[src/rtl/aes_pkg.sv]
// aes_pkg
// Shared definitions for the AES-128 inverse cipher:
//   NR          - number of AES-128 rounds (only 10 is supported)
//   BLOCK_W     - AES block width in bits
//   fsm_state_t - control FSM states (IDLE, ROUND, FINAL)
//   xtime/gf_mul - GF(2^8) arithmetic, reduction polynomial 0x11b
package aes_pkg;

    localparam int NR      = 10;
    localparam int BLOCK_W = 128;

    typedef enum logic [1:0] {
        IDLE  = 2'd0,
        ROUND = 2'd1,
        FINAL = 2'd2
    } fsm_state_t;

    // Multiply by x in GF(2^8); a carry out of bit 7 folds back as 0x1b.
    function automatic logic [7:0] xtime(input logic [7:0] a);
        return {a[6:0], 1'b0} ^ (a[7] ? 8'h1b : 8'h00);
    endfunction

    // Shift-and-add multiply; the constant operand keeps this shallow.
    function automatic logic [7:0] gf_mul(input logic [7:0] a, input logic [7:0] b);
        logic [7:0] p;
        logic [7:0] x;
        p = 8'h00;
        x = a;
        for (int i = 0; i < 8; i++) begin
            if (b[i]) p = p ^ x;
            x = xtime(x);
        end
        return p;
    endfunction

endpackage

[src/rtl/aes_inv_sbox.sv]
// aes_inv_sbox
// Byte-wide FIPS-197 inverse S-box, pure lookup.
// Ports:
//   i_byte  in  8  input byte
//   o_byte  out 8  InvSubBytes(i_byte)
module aes_inv_sbox (
    input  logic [7:0] i_byte,
    output logic [7:0] o_byte
);

    localparam logic [7:0] INV_SBOX [256] = '{
        8'h52, 8'h09, 8'h6a, 8'hd5, 8'h30, 8'h36, 8'ha5, 8'h38, 8'hbf, 8'h40, 8'ha3, 8'h9e, 8'h81, 8'hf3, 8'hd7, 8'hfb,
        8'h7c, 8'he3, 8'h39, 8'h82, 8'h9b, 8'h2f, 8'hff, 8'h87, 8'h34, 8'h8e, 8'h43, 8'h44, 8'hc4, 8'hde, 8'he9, 8'hcb,
        8'h54, 8'h7b, 8'h94, 8'h32, 8'ha6, 8'hc2, 8'h23, 8'h3d, 8'hee, 8'h4c, 8'h95, 8'h0b, 8'h42, 8'hfa, 8'hc3, 8'h4e,
        8'h08, 8'h2e, 8'ha1, 8'h66, 8'h28, 8'hd9, 8'h24, 8'hb2, 8'h76, 8'h5b, 8'ha2, 8'h49, 8'h6d, 8'h8b, 8'hd1, 8'h25,
        8'h72, 8'hf8, 8'hf6, 8'h64, 8'h86, 8'h68, 8'h98, 8'h16, 8'hd4, 8'ha4, 8'h5c, 8'hcc, 8'h5d, 8'h65, 8'hb6, 8'h92,
        8'h6c, 8'h70, 8'h48, 8'h50, 8'hfd, 8'hed, 8'hb9, 8'hda, 8'h5e, 8'h15, 8'h46, 8'h57, 8'ha7, 8'h8d, 8'h9d, 8'h84,
        8'h90, 8'hd8, 8'hab, 8'h00, 8'h8c, 8'hbc, 8'hd3, 8'h0a, 8'hf7, 8'he4, 8'h58, 8'h05, 8'hb8, 8'hb3, 8'h45, 8'h06,
        8'hd0, 8'h2c, 8'h1e, 8'h8f, 8'hca, 8'h3f, 8'h0f, 8'h02, 8'hc1, 8'haf, 8'hbd, 8'h03, 8'h01, 8'h13, 8'h8a, 8'h6b,
        8'h3a, 8'h91, 8'h11, 8'h41, 8'h4f, 8'h67, 8'hdc, 8'hea, 8'h97, 8'hf2, 8'hcf, 8'hce, 8'hf0, 8'hb4, 8'he6, 8'h73,
        8'h96, 8'hac, 8'h74, 8'h22, 8'he7, 8'had, 8'h35, 8'h85, 8'he2, 8'hf9, 8'h37, 8'he8, 8'h1c, 8'h75, 8'hdf, 8'h6e,
        8'h47, 8'hf1, 8'h1a, 8'h71, 8'h1d, 8'h29, 8'hc5, 8'h89, 8'h6f, 8'hb7, 8'h62, 8'h0e, 8'haa, 8'h18, 8'hbe, 8'h1b,
        8'hfc, 8'h56, 8'h3e, 8'h4b, 8'hc6, 8'hd2, 8'h79, 8'h20, 8'h9a, 8'hdb, 8'hc0, 8'hfe, 8'h78, 8'hcd, 8'h5a, 8'hf4,
        8'h1f, 8'hdd, 8'ha8, 8'h33, 8'h88, 8'h07, 8'hc7, 8'h31, 8'hb1, 8'h12, 8'h10, 8'h59, 8'h27, 8'h80, 8'hec, 8'h5f,
        8'h60, 8'h51, 8'h7f, 8'ha9, 8'h19, 8'hb5, 8'h4a, 8'h0d, 8'h2d, 8'he5, 8'h7a, 8'h9f, 8'h93, 8'hc9, 8'h9c, 8'hef,
        8'ha0, 8'he0, 8'h3b, 8'h4d, 8'hae, 8'h2a, 8'hf5, 8'hb0, 8'hc8, 8'heb, 8'hbb, 8'h3c, 8'h83, 8'h53, 8'h99, 8'h61,
        8'h17, 8'h2b, 8'h04, 8'h7e, 8'hba, 8'h77, 8'hd6, 8'h26, 8'he1, 8'h69, 8'h14, 8'h63, 8'h55, 8'h21, 8'h0c, 8'h7d
    };

    assign o_byte = INV_SBOX[i_byte];

endmodule

[src/rtl/aes128_inv_cipher.sv]
// aes128_inv_cipher
// Iterative AES-128 decryption, one round per clock. Round keys come from an
// external combinational key store addressed by key_round.
// Ports:
//   clk         in  1    rising-edge clock
//   rst         in  1    asynchronous active-high reset
//   start       in  1    decrypt request, sampled only in IDLE
//   ciphertext  in  128  input block, sampled with start
//   key_round   out 4    index of the round key needed this cycle (10..0)
//   round_key   in  128  round key for key_round, same cycle
//   plaintext   out 128  result, held until the next result is produced
//   busy        out 1    high while a decryption is in progress
//   done        out 1    one-cycle pulse when plaintext becomes valid
// Timing: start accepted at edge E0, rounds on E1..E9, final round on E10.
module aes128_inv_cipher
    import aes_pkg::*;
#(
    parameter int NR = aes_pkg::NR
) (
    input  logic                 clk,
    input  logic                 rst,
    input  logic                 start,
    input  logic [BLOCK_W-1:0]   ciphertext,
    output logic [3:0]           key_round,
    input  logic [BLOCK_W-1:0]   round_key,
    output logic [BLOCK_W-1:0]   plaintext,
    output logic                 busy,
    output logic                 done
);

    localparam logic [3:0] LAST_KEY = 4'(NR);

    fsm_state_t         r_fsm;
    logic [3:0]         r_cnt;
    logic [BLOCK_W-1:0] r_state;
    logic [BLOCK_W-1:0] r_plaintext;
    logic               r_busy;
    logic               r_done;

    logic [BLOCK_W-1:0] w_isr;
    logic [BLOCK_W-1:0] w_isb;
    logic [BLOCK_W-1:0] w_ark;
    logic [BLOCK_W-1:0] w_imc;

    // Byte (r,c) lives at [127-8*(4c+r) -: 8]; row r rotates right by r.
    function automatic logic [BLOCK_W-1:0] inv_shift_rows(input logic [BLOCK_W-1:0] s);
        logic [BLOCK_W-1:0] o;
        o = '0;
        for (int c = 0; c < 4; c++) begin
            for (int r = 0; r < 4; r++) begin
                o[127-8*(4*c+r) -: 8] = s[127-8*(4*((c+4-r)%4)+r) -: 8];
            end
        end
        return o;
    endfunction

    function automatic logic [BLOCK_W-1:0] inv_mix_columns(input logic [BLOCK_W-1:0] s);
        logic [BLOCK_W-1:0] o;
        logic [7:0] a0, a1, a2, a3;
        o = '0;
        for (int c = 0; c < 4; c++) begin
            a0 = s[127-32*c -: 8];
            a1 = s[119-32*c -: 8];
            a2 = s[111-32*c -: 8];
            a3 = s[103-32*c -: 8];
            o[127-32*c -: 8] = gf_mul(a0, 8'h0e) ^ gf_mul(a1, 8'h0b) ^ gf_mul(a2, 8'h0d) ^ gf_mul(a3, 8'h09);
            o[119-32*c -: 8] = gf_mul(a0, 8'h09) ^ gf_mul(a1, 8'h0e) ^ gf_mul(a2, 8'h0b) ^ gf_mul(a3, 8'h0d);
            o[111-32*c -: 8] = gf_mul(a0, 8'h0d) ^ gf_mul(a1, 8'h09) ^ gf_mul(a2, 8'h0e) ^ gf_mul(a3, 8'h0b);
            o[103-32*c -: 8] = gf_mul(a0, 8'h0b) ^ gf_mul(a1, 8'h0d) ^ gf_mul(a2, 8'h09) ^ gf_mul(a3, 8'h0e);
        end
        return o;
    endfunction

    // Round datapath: InvShiftRows -> InvSubBytes -> AddRoundKey -> InvMixColumns.
    // The FINAL round takes the result before InvMixColumns (w_ark).
    assign w_isr = inv_shift_rows(r_state);

    for (genvar g = 0; g < 16; g++) begin : g_sbox
        aes_inv_sbox u_inv_sbox (
            .i_byte (w_isr[8*g +: 8]),
            .o_byte (w_isb[8*g +: 8])
        );
    end

    assign w_ark = w_isb ^ round_key;
    assign w_imc = inv_mix_columns(w_ark);

    // Key index is a pure decode of registered state so the external store
    // can answer within the same cycle.
    always_comb begin
        key_round = LAST_KEY;
        case (r_fsm)
            IDLE:    key_round = LAST_KEY;
            ROUND:   key_round = r_cnt;
            FINAL:   key_round = 4'd0;
            default: key_round = LAST_KEY;
        endcase
    end

    always_ff @(posedge clk or posedge rst) begin
        if (rst) begin
            r_fsm       <= IDLE;
            r_cnt       <= 4'd0;
            r_state     <= '0;
            r_plaintext <= '0;
            r_busy      <= 1'b0;
            r_done      <= 1'b0;
        end else begin
            case (r_fsm)
                IDLE: begin
                    r_done <= 1'b0;
                    if (start) begin
                        r_state <= ciphertext ^ round_key;
                        r_cnt   <= LAST_KEY - 4'd1;
                        r_busy  <= 1'b1;
                        r_fsm   <= ROUND;
                    end
                end
                ROUND: begin
                    r_state <= w_imc;
                    r_cnt   <= r_cnt - 4'd1;
                    if (r_cnt == 4'd1) r_fsm <= FINAL;
                end
                FINAL: begin
                    r_plaintext <= w_ark;
                    r_done      <= 1'b1;
                    r_busy      <= 1'b0;
                    r_cnt       <= 4'd0;
                    r_fsm       <= IDLE;
                end
                default: begin
                    r_fsm  <= IDLE;
                    r_busy <= 1'b0;
                    r_done <= 1'b0;
                end
            endcase
        end
    end

    assign plaintext = r_plaintext;
    assign busy      = r_busy;
    assign done      = r_done;

endmodule
[config.mk]
export PLATFORM = sky130hd
export DESIGN_NAME = aes128_inv_cipher
export DESIGN_NICKNAME = d
export VERILOG_FILES = /design/src/rtl/aes_pkg.sv /design/src/rtl/aes_inv_sbox.sv /design/src/rtl/aes128_inv_cipher.sv
export SDC_FILE = /design/constraint.sdc
export NUM_CORES = 2
export LEC_CHECK = 0
export CORE_AREA = 4 4 544 411
export CTS_CLUSTER_SIZE = 14
export DETAILED_ROUTE_END_ITERATION = 16
export DIE_AREA = 0 0 548 415
export PLACE_DENSITY = 0.55
export SLEW_MARGIN = 10
export SYNTH_ARGS = -nofsm -noshare
export SYNTH_HDL_FRONTEND = slang
export SYNTH_HIERARCHICAL = 1
export SYNTH_SLANG_ARGS = --single-unit
[constraint.sdc]
create_clock -name clk -period 19.3 [get_ports clk]
set_input_delay 3.86 -clock clk [delete_from_list [all_inputs] [get_ports clk]]
set_output_delay 3.86 -clock clk [all_outputs]
set_load 0.005 [all_outputs]
# Yosys cells after proc, flatten, opt, wreduce, memory -nomap -nowiden

Memory sizes are Yosys's and may differ from the RTL's.
Cells that the tools add are included.

Output and inout bits: 134
Bits in read-only memories: 32768
Memories: 16
Bits of input ports: 259
Register bits: 264

Memories:

| name             | depth | bits a word | rd ports | clocked after memory_dff | wr ports | RTL line           | text |
|---|---|---|---|---|---|---|---|
| (name not given) | 256   | 8           | 1        | 0                        | 0        | aes_inv_sbox.sv:30 | `assign o_byte = INV_SBOX[i_byte];` |
| (name not given) | 256   | 8           | 1        | 0                        | 0        | aes_inv_sbox.sv:30 |  |
| (name not given) | 256   | 8           | 1        | 0                        | 0        | aes_inv_sbox.sv:30 |  |
| (name not given) | 256   | 8           | 1        | 0                        | 0        | aes_inv_sbox.sv:30 |  |
| (name not given) | 256   | 8           | 1        | 0                        | 0        | aes_inv_sbox.sv:30 |  |
| (name not given) | 256   | 8           | 1        | 0                        | 0        | aes_inv_sbox.sv:30 |  |
| 10 more memories | -     | -           | -        | -                        | -        | -                  |  |

Magnitude comparators: 16
Mux-type cells: 91
Bitwise logic cells: 227
Add/subtract/negate cells: 1
Reductions and logical operators: 7
Equality and inequality tests: 5

Operators by type and width:

| kind                  | count |
|---|---|
| $xor A8 B8 Y8         | 165 |
| $xor A8 B5 Y8         | 43 |
| $mux W8               | 32 |
| $pmux W128 S2         | 1 |
| $xor A128 B128 Y128   | 2 |
| $mux W5               | 48 |
| $ge A9 B9 Y1 const B  | 16 |
| $not A8 Y9            | 16 |
| $mux W128             | 1 |
| $pmux W4 S3           | 1 |
| $pmux W4 S2           | 1 |
| $reduce_and A2 Y1     | 4 |
| $eq A4 B1 Y1 const B  | 1 |
| $mux W2               | 2 |
| $mux W4               | 1 |
| $ne A2 B2 Y1 const B  | 2 |
| $pmux W1 S2           | 2 |
| $pmux W2 S2           | 1 |
| $sub A4 B1 Y4 const B | 1 |
| $reduce_bool A3 Y1    | 1 |
| $eq A2 B1 Y1 const B  | 1 |
| $eq A2 B2 Y1 const B  | 1 |
| $logic_not A2 Y1      | 1 |
| $reduce_bool A2 Y1    | 1 |
| 2 further kinds       | 2 |

# Depth between registers and ports, before layout

Word-level depth: 16
Depth in mapped cells: 19
Depth with buffers taken out: 15

# Cells and area by module

The synthesis kept the hierarchy.

By module, submodules not included:

| module                                    | instances | area each (um^2) | seq. area each (um^2) | cells an instance |
|---|---|---|---|---|
| aes_inv_sbox at g_sbox[14].u_inv_sbox ... | 11        | 3368.2           | 0.0                   | 545 |
| aes128_inv_cipher                         | 1         | 21819.7          | 6606.3                | 2151 |
| aes_inv_sbox at g_sbox[10].u_inv_sbox ... | 4         | 3454.6           | 0.0                   | 531 |
| aes_inv_sbox at g_sbox[0].u_inv_sbox      | 1         | 3435.8           | 0.0                   | 544 |

# Worst setup path before layout

Ideal clock, no wire load.

Path type: input port to flip-flop
Start point: in round_key[29]
End point: reg r_state[9]
Cell stages on the path: 7
Data arrival time: 5.800 ns
Buffers on the path: 0
Slack: 13.382 ns
Cells stage by stage: xnor2_1 -> xor3_1 -> xnor2_2 -> xnor3_1 -> xnor2_1 -> a21oi_1 -> a21o_1

Cells in the longest elaborated chain, start to end: 10

Ends and longest elaborated chain:

| element                     | RTL line                 | text |
|---|---|---|
| start: declaration          | aes128_inv_cipher.sv:25  | `input logic [BLOCK_W-1:0] round_key,` |
| $xor A128 B128 Y128         | aes128_inv_cipher.sv:85  | `assign w_ark = w_isb ^ round_key;` |
| $xor A8 B5 Y8               | aes_pkg.sv:20            | `return {a[6:0], 1'b0} ^ (a[7] ? 8'h1b : 8'h00);` |
| $xor A8 B8 Y8               | aes_pkg.sv:20            |  |
| $mux W5                     | aes_pkg.sv:20            |  |
| $xor A8 B5 Y8               | aes_pkg.sv:20            |  |
| $xor A8 B8 Y8               | aes_pkg.sv:30            | `if (b[i]) p = p ^ x;` |
| $xor A8 B8 Y8 (3 in series) | aes128_inv_cipher.sv:68  | `o[111-32*c -: 8] = gf_mul(a0, 8'h0d) ^ gf_mul(a1, 8'h09) ^ gf_mul(a2, 8'h0e) ^ gf_mul(a3, 8'h0b);` |
| $pmux W128 S2               | aes128_inv_cipher.sv:109 | `case (r_fsm)` |
| end signal: assignment      | aes128_inv_cipher.sv:113 | `r_state <= ciphertext ^ round_key;` |
| end signal: assignment      | aes128_inv_cipher.sv:120 | `r_state <= w_imc;` |
| end: declaration            | aes128_inv_cipher.sv:35  | `logic [BLOCK_W-1:0] r_state;` |

No other way between the ends.
A chain may end at the register's enable or synchronous reset.

# Final worst setup path

Start point: reg r_fsm[1]
End point: out key_round[0]

Cells in the longest elaborated chain, start to end: 2
Elaborated cells on any way between the ends: 3
Classes of those cells: eq/ne (2); mux (1)

Ends and longest elaborated chain:

| element                                      | RTL line                 | text |
|---|---|---|
| start: declaration                           | aes128_inv_cipher.sv:33  | `fsm_state_t r_fsm;` |
| start signal: assignment                     | aes128_inv_cipher.sv:102 | `r_fsm <= IDLE;` |
| start signal: assignment                     | aes128_inv_cipher.sv:116 | `r_fsm <= ROUND;` |
| start signal: assignment                     | aes128_inv_cipher.sv:122 | `if (r_cnt == 4'd1) r_fsm <= FINAL;` |
| $eq A2 B2 Y1 or $eq A2 B1 Y1 (tied branches) | aes128_inv_cipher.sv:92  | `case (r_fsm)` |
| $pmux W4 S2 *                                | aes128_inv_cipher.sv:92  |  |
| end: declaration                             | aes128_inv_cipher.sv:24  | `output logic [3:0] key_round,` |

Every way passes the cells marked *; elsewhere a longest branch is shown, timed or not.

==> results.txt <==
Initial Util: 34.8%
RR Startpoint: r_state[80]
Post-CTS Hold Fix Bufs: 0
fraction of layout cells with a size suffix above 1: 7.31%
Num CTS Buffers: 37
DRC: 0
hold path depth: 2
Least-Margin Pin Slew: 1.29 ns
reg2reg end: r_state[44]
Syn Area/Cell: 7.04 µm²
dpl hpwl: 296000 µm
via/cell ratio: 6.86
DRT iter0 DRCs: 18180
Die Width: 548 µm
worst skew pair latency: 0.60 ns
WL final: 408000 µm
post-CTS resize count: 0
CTS clock-pin slew for the worst setup and hold paths: 0.05 ns
die area: 227000 µm²
Reg2Reg Setup Slack: 12.76 ns
GRT overflow: 0
global routing's busiest layer: met1
Post-synth EDFFs: 0
Max Buffers Root-to-Sink: 3
Max Clk Rate: 146 MHz
area grow syn2layout: 6.07%
CTS root buf: clkbuf_16
Final min period: 6.86 ns
CP arrival: 3.00 ns
Min-Delay Endpoint: r_state[46]
Core Box Area: 219000 µm²
total track usage: 33.5%
CP endpoint kind: output port
Netlist cell types: 107
num rows: 149
RSZ-0062 raised after global routing: no
CTS HTree Levels: 2
area used by multi-input combinational logic: 62800 µm²
worst reg-to-reg path cell count: 16
routed vias: 91016
Filler cells: 23334
Post-synth top flop: dfrtp_1
Worst Path Max Fanout: 40
clock sinks: 264
setup_tns: 0 ns
number of synthesized register bits: 264
# setup viols final: 0
Worst EP required: 15.44 ns
CTS tree: yes
Avg WL per Cell: 30.8 µm
Seq. cell area: 6720 µm²
CP Class: reg2out
met1 GRT Util: 48.1%
cells after synthesis: 10814
warnings from Yosys: 6
status: complete, no violations
Slew Limit Fails: 0
TritonRoute pass-1 iters: 7
initial antenna violation count: 6
largest net degree at the start of global routing: 135
Max-Cap Viols: 0
clk_skew: 0.0335 ns
max_slew headroom: 13.3%
fin crit share: 35.6%
syn_nets: 11415
post-CTS setup buffers: 0
mapped cell area: 76100 µm²
die height: 415 µm
CP startpoint kind: flip-flop
HP Class: reg2reg
Async S/R FF share, synth: 100%
Top Ports: 393
number of global-route vias before repair: 82011
Final Hold Fails: 0
Seq/Total Area, Yosys: 8.68%
port bufs: 392
Min-Delay Startpoint: r_state[46]
Placer Congestion: 1.04
met3 Use GR: 8.29%
GR Util met2: 47.6%
first-pass GRT wire length: 589000 µm
Final ANT Viol Nets: 0
Layout Nets: 10896
-- worst max path at each step --
stage,from,to,depth (start not counted),slack [ns]
after floorplan,rst,busy,1,8.17
after global placement,round_key[8],r_state[9],8,12.12
after detailed placement,round_key[8],r_state[9],8,12.25
after CTS,r_fsm[1],key_round[0],5,12.35
after global routing,r_fsm[1],key_round[0],5,12.30
final,r_fsm[1],key_round[0],5,12.44
-- critical path, cell delays in order, from the launching register on --
cell	delay, ns
dfrtp_1	0.42
inv_1	0.14
ha_4	0.46
clkinv_2	0.53
nor2_1	0.25
clkdlybuf4s50_1	0.61
-- state kept, by name, indices dropped and copies added, names as in the netlist --
register,flops
plaintext,128
r_state,128
r_cnt,4
r_fsm,2
busy,1
done,1
-- cells by family after synthesis --
family / synth area share, %
AND/OR/NAND/NOR: 22.5
buffers and inverters: 8.90
adder cells (fa/ha/maj): 5.62
flip-flops: 8.68
XOR/XNOR: 14.8
multiplexers: 4.25
AO/OA/AOI/OAI: 35.3
-- stage by stage --
stage / cell area [µm²] / instances / setup slack [ns] / hold slack (ns) / util (%)
after CTS: 80700 / 13267 / 12.35 / 0.484 / 36.9
final: 80700 / 13271 / 12.44 / 0.474 / 36.9
after detailed placement: 79600 / 13200 / 12.25 / 0.471 / 36.4
after floorplan: 76100 / 10814 / 8.17 / 0.433 / -
after global placement: 79600 / 13200 / 12.12 / 0.465 / 36.4
after global routing: 80700 / 13269 / 12.30 / 0.496 / 36.9
-- synthesized netlist by cell type (51+ instances only) --
master     count  area (µm²)
a211o_1       51         447
a211oi_1     218        1640
a21o_1        85         638
a21oi_1     1053        5270
a221o_1       58         581
a221oi_1     120        1050
a311oi_1     232        2030
a31oi_1      253        1580
and3_1       105         657
buf_2        507        2540
buf_4         88         661
buf_6         53         597
clkbuf_1     460        1730
dfrtp_1      264        6610
ha_1         342        4280
inv_1        178         668
mux2_2        53         597
mux2i_1      106        1060
mux4_2        68        1530
nand2_1      961        3610
nand2b_1     311        1950
nand3_1      400        2000
nand3b_1      61         458
nand4_1      102         638
nor2_1       679        2550
nor2b_1      258        1610
nor3_1       259        1300
o2111ai_1     64         561
o211ai_1     177        1330
o21ai_0      878        4390
o21ai_1       58         290
o221ai_1      54         473
o22ai_1      103         644
o311ai_0     121        1060
o31ai_1      134        1010
or2_2         73         457
xnor2_1      690        6040
xnor2_2       58         943
xnor3_1       73        1640
xor2_1       165        1450
-- layout by cell type, fill, tap and decap left out, types with 133 or more instances in the layout --
master and n:
nor3_1 259, inv_1 176, xnor2_1 689, a21oi_1 1053, nand3_1 400, o31ai_1 133
a31oi_1 253, dfrtp_1 213, o21ai_0 876, a211oi_1 218, a311oi_1 232, buf_4 213
nor2b_1 258, nand2b_1 311, nor2_1 678, ha_1 340, clkdlybuf4s50_1 392, nand2_1 961
xor2_1 165, o211ai_1 177
-- layout make-up --
type / count / area share [%]
inverter: 222 / 1.04
antenna: 4 / 0.0124
clock buffer: 54 / 1.29
tap: 2944 / 4.56
clock inverter: 13 / 0.126
timing repair buffer: 606 / 6.86
multi-input combinational: 9164 / 77.8
sequential: 264 / 8.32
-- per-layer routing --
metal  vias up  routed length (µm)
met4         6               20400
met2      7206              165000
li1      39116                   -
met5         -                  93
met3      1031               51900
met1     43657              171000
Power is left out: the tool's default activity adds up to more than one toggle a clock period on the data nets, which glitch-free logic cannot reach.
